===== config.mk =====
export PLATFORM = sky130hd
export DESIGN_NAME = instruction_fetch
export DESIGN_NICKNAME = d
export VERILOG_FILES = /design/src/rtl/instruction_fetch.sv
export SDC_FILE = /design/constraint.sdc
export NUM_CORES = 1
export LEC_CHECK = 0
export BUFFER_PORTS_ARGS = -buffer_cell sky130_fd_sc_hd__buf_2
export CORE_MARGIN = 2
export CORE_UTILIZATION = 45
export CTS_CLUSTER_SIZE = 10
export DETAILED_ROUTE_END_ITERATION = 6
export PLACE_DENSITY = 0.8
export SYNTH_ARGS = -nofsm -noshare
export SYNTH_HDL_FRONTEND = slang
export SYNTH_SLANG_ARGS = --single-unit

===== constraint.sdc =====
create_clock -name clk -period 2.4 [get_ports clk]
set_clock_uncertainty 0.2 [all_clocks]
set_input_delay 0.12 -clock clk [delete_from_list [all_inputs] [get_ports clk]]
set_output_delay 0.12 -clock clk [all_outputs]
set_load 0.02 [all_outputs]

===== src/rtl/instruction_fetch.sv =====
// Instruction fetch FSM: one memory read per accepted fetch_start; misaligned addresses fault without touching memory.
// Latency 3 cycles with zero-wait memory; request and instruction outputs hold stable under backpressure on either handshake.
module instruction_fetch #(
    parameter int ADDR_WIDTH = 32,
    parameter int DATA_WIDTH = 32
) (
    input  logic                  clk,
    input  logic                  rst,
    input  logic [ADDR_WIDTH-1:0] program_count,
    input  logic                  fetch_start,
    input  logic                  flush,
    output logic [ADDR_WIDTH-1:0] mem_addr,
    output logic                  mem_req_valid,
    input  logic                  mem_req_ready,
    input  logic [DATA_WIDTH-1:0] mem_rsp_data,
    input  logic                  mem_rsp_valid,
    output logic [DATA_WIDTH-1:0] instruction,
    output logic [ADDR_WIDTH-1:0] instruction_address,
    output logic                  instruction_valid,
    input  logic                  instruction_ready,
    output logic                  fetch_fault,
    output logic                  busy
);

    typedef enum logic [2:0] {
        IDLE,
        REQUEST,
        WAIT,
        HOLD,
        DRAIN
    } state_t;

    state_t                  state;
    state_t                  state_nxt;
    logic [ADDR_WIDTH-1:0]   addr_q;
    logic [DATA_WIDTH-1:0]   instr_q;
    logic                    fault_q;
    logic                    misaligned;
    logic                    accept;
    logic                    rsp_load;

    assign misaligned = (program_count[1:0] != 2'b00);

    // accept is the single point where a new fetch is taken, from IDLE or a consumed HOLD
    always_comb begin
        state_nxt = state;
        accept    = 1'b0;
        rsp_load  = 1'b0;
        case (state)
            IDLE: begin
                if (!flush && fetch_start) begin
                    accept    = 1'b1;
                    state_nxt = misaligned ? HOLD : REQUEST;
                end
            end
            REQUEST: begin
                if (flush) begin
                    state_nxt = IDLE;
                end else if (mem_req_ready) begin
                    state_nxt = WAIT;
                end
            end
            WAIT: begin
                if (flush) begin
                    state_nxt = mem_rsp_valid ? IDLE : DRAIN;
                end else if (mem_rsp_valid) begin
                    rsp_load  = 1'b1;
                    state_nxt = HOLD;
                end
            end
            HOLD: begin
                if (flush) begin
                    state_nxt = IDLE;
                end else if (instruction_ready) begin
                    if (fetch_start) begin
                        accept    = 1'b1;
                        state_nxt = misaligned ? HOLD : REQUEST;
                    end else begin
                        state_nxt = IDLE;
                    end
                end
            end
            DRAIN: begin
                if (mem_rsp_valid) begin
                    state_nxt = IDLE;
                end
            end
            default: state_nxt = IDLE;
        endcase
    end

    always_ff @(posedge clk or posedge rst) begin
        if (rst) begin
            state <= IDLE;
        end else begin
            state <= state_nxt;
        end
    end

    always_ff @(posedge clk or posedge rst) begin
        if (rst) begin
            addr_q  <= '0;
            instr_q <= '0;
            fault_q <= 1'b0;
        end else if (accept) begin
            addr_q  <= program_count;
            instr_q <= '0;
            fault_q <= misaligned;
        end else if (rsp_load) begin
            instr_q <= mem_rsp_data;
            fault_q <= 1'b0;
        end
    end

    assign mem_addr            = addr_q;
    assign mem_req_valid       = (state == REQUEST);
    assign instruction         = instr_q;
    assign instruction_address = addr_q;
    assign instruction_valid   = (state == HOLD);
    assign fetch_fault         = fault_q;
    assign busy                = (state != IDLE);

endmodule

==> flow_summary.ini <==
[global_route]
grt_max_degree = 39
overflow = 0
grt_pass1_vias = 3136
grt_pass1_wl_um = 14100
grt_util_all_layers = 0.231
antenna_found_initial = 0

[synth]
netlist_instances = 349
synth-main-ff-cell = dfrtp_1
ys_seq_area_frac = 0.533
synth_area_leaders = dfrtp_1, nand2_1, buf_4
ys_ff_latch = 68
ys_types = 28
async_flop_share = 1.00
synth_top_area_frac = 0.533
syn_area_per_cell_um2 = 9.14
synth_edf_count = 0
yosys-top-cells-count = nand2_1, dfrtp_1, buf_4
syn_area_mm2 = 0.00319
synth_fp_nets = 420
yosysMostFrequentCell = nand2_1
synth_top_cell_by_area = dfrtp_1
synth_warnings = 0

[clock_tree]
clkTransAtPathRegs_ns = 0.07
htree_levels = 3
clock_sinks = 68
insertion_delay_ns = 0.32
cts_buffer_depth = 2
numCtsBuffers = 9
cts_tree = built
root_buffer = clkbuf_8

[die]
die_x_um = 88.2
placementRows = 30
coreArea_mm2 = 0.00683
initial_core_util = 0.467
die_h_um = 88.2
io_pins = 171
die_area_mm2 = 0.00778

[sta]
setup_viol = 0
finalHoldViolCount = 0
period_share = 0.943
fin_crit_ns = 2.26
slew_headroom = 0.656
maxSlewViolCount = 0
tightest_slew_ns = 0.516
grt_setup_unrepaired = no
fin_tns_setup_ns = 0
fmax_mhz = 442

[worst_setup_path]
reg2reg_to = state[1]$_DFFE_PP0P_
reg2regPathDepth = 5
end_kind = flop
crit_fanout = 10
arrival_ns = 2.32
crit_buf_inv = 2
cpLargestDelayFamily = buffers and inverters
cp-start-kind = flop
r2r_start = state[2]$_DFFE_PP0P_
slowest_delay_ns = 0.57
crit_top_cell = dlygate4sd3_1
crit_chain = nor3b_4 > nand2_1 > dlygate4sd3_1 > o31ai_1 > dlygate4sd3_1
critical_path_class = flop to flop
ff2ff_setup_slack_ns = 0.14
cp.depth = 5
crit_required_ns = 2.46
crit_slowest_cell = dlygate4sd3_1

[route]
wl_per_cell_um = 13.9
viasPerCell = 4.74
wl_um = 9090
dr.pass1.iters = 4
vias = 3110
drc = 0
drt_iter0_drc = 122
antenna_left = 0

[place]
post-dp-hpwl_um = 5320
dp.cells = 571
place.gp.congestion = 0.804
io_buffers = 170

[min_path]
hp-class = input port to flop
hold_end = state[2]$_DFFE_PP0P_
whs_path_depth = 5
hp-start = flush

[finish]
area_delta_synth_final_pct = 50.2
drive_gt1_frac = 0.414
diodes = 0
fillerInstances = 532
fin_cells = 656
num-nets-final = 626

[pwr]
powerDensity_mw_per_mm2 = 1310
max-vdd-ir-drop_mv = 0.593
leakagePower_nw = 2.56

[job]
cap_viol_max_count = 0

[outcome]
outcome = finished, final reports clean
sequential cells by signal (all words and copies together) (netlist names):
register and cells:
fetch_fault 1, instruction 32, state 3, instruction_address 32
through the flow:
step / cell area [µm²] / hold slack, ns / worst slack [ns] / util / power [mW]
finish: 4790 / 0.0512 / 0.137 / 0.701 / 6.26
global route: 4790 / 0.0661 / 0.0344 / 0.701 / 6.64
CTS: 4790 / 0.0406 / 0.0877 / 0.701 / 6.24
detailed placement: 3860 / 0.0261 / 0.390 / 0.565 / 5.04
global placement: 3860 / 0.0209 / 0.462 / 0.565 / 4.96
floorplan: 3190 / -0.00922 / 0.368 / - / 4.35
cell families (layout without fill, tap and decap cells):
group | Yosys count | after routing | synth area share
AND/OR/NAND/NOR | 182 | 182 | 0.230
flip-flops | 68 | 68 | 0.533
buffers and inverters | 54 | 265 | 0.121
AO/OA/AOI/OAI | 43 | 43 | 0.110
XOR/XNOR | 1 | 1 | 0.00275
multiplexers | 1 | 1 | 0.00314
cells in the final DEF (no fill, tap or decap), drive strengths merged:
cell	instances
a211o	1
a21oi	36
and3	1
and3b	1
buf	178
bufinv	2
clkbuf	11
clkinv	1
clkinvlp	2
dfrtp	68
dlygate4sd3	69
inv	2
mux2i	1
nand2	164
nand2b	1
nand3	1
nand3b	1
nor2	6
nor3	1
nor3b	3
nor4bb	1
o211a	1
o211ai	1
o21ai	2
o31ai	1
o32ai	1
or2	1
or3	1
xnor2	1
repair_timing:
item | CTS | global route
endpoints found under the hold margin | 135 | 0
buffers inserted | 0 | 0
hold buffers | 69 | 0
setup endpoints to repair | 0 | 1
resized for setup | 0 | 3
worst max-delay path by stage:
stage,slack [ns],end,start
finish,0.14,state[1]$_DFFE_PP0P_,state[2]$_DFFE_PP0P_
global route,0.03,state[1]$_DFFE_PP0P_,state[2]$_DFFE_PP0P_
CTS,0.09,state[1]$_DFFE_PP0P_,state[1]$_DFFE_PP0P_
detailed placement,0.39,instruction_address[5]$_DFFE_PP0P_,state[0]$_DFFE_PP0P_
global placement,0.46,instruction[20]$_DFFE_PP0P_,state[0]$_DFFE_PP0P_
floorplan,0.37,fetch_fault$_DFFE_PP0P_,rst
per-layer routing:
metal  up-vias  global-route usage  wire length, µm
met5         -                   0                0
met4         0               0.113              233
met3        29              0.0631              775
met2       158               0.393             4530
met1      1446               0.268             3550
li1       1477                   -                -
area by class of cell:
class                      instances  area, µm²  share of cell area
multi-input combinational        227       1110               0.232
clock buffer                      11        151              0.0316
sequential                        68       1710               0.356
clock inverter                     5       83.8              0.0175
timing repair buffer             247       1610               0.337
tap                               96        120              0.0251
inverter                           2       7.51             0.00157
report_power, final:
part,internal (mW),switching [mW],total [mW]
clock network,0.644,0.440,1.08
logic,1.11,1.98,3.09
registers,1.69,0.390,2.08
total,3.45,2.81,6.26
worst reg2reg max path, stage by stage, from the launching register on:
cell and delay [ns]:
dfrtp_2 0.48, nor3b_4 0.25, nand2_1 0.07, dlygate4sd3_1 0.56
o31ai_1 0.06, dlygate4sd3_1 0.57
(Power assumes the default switching activity.)
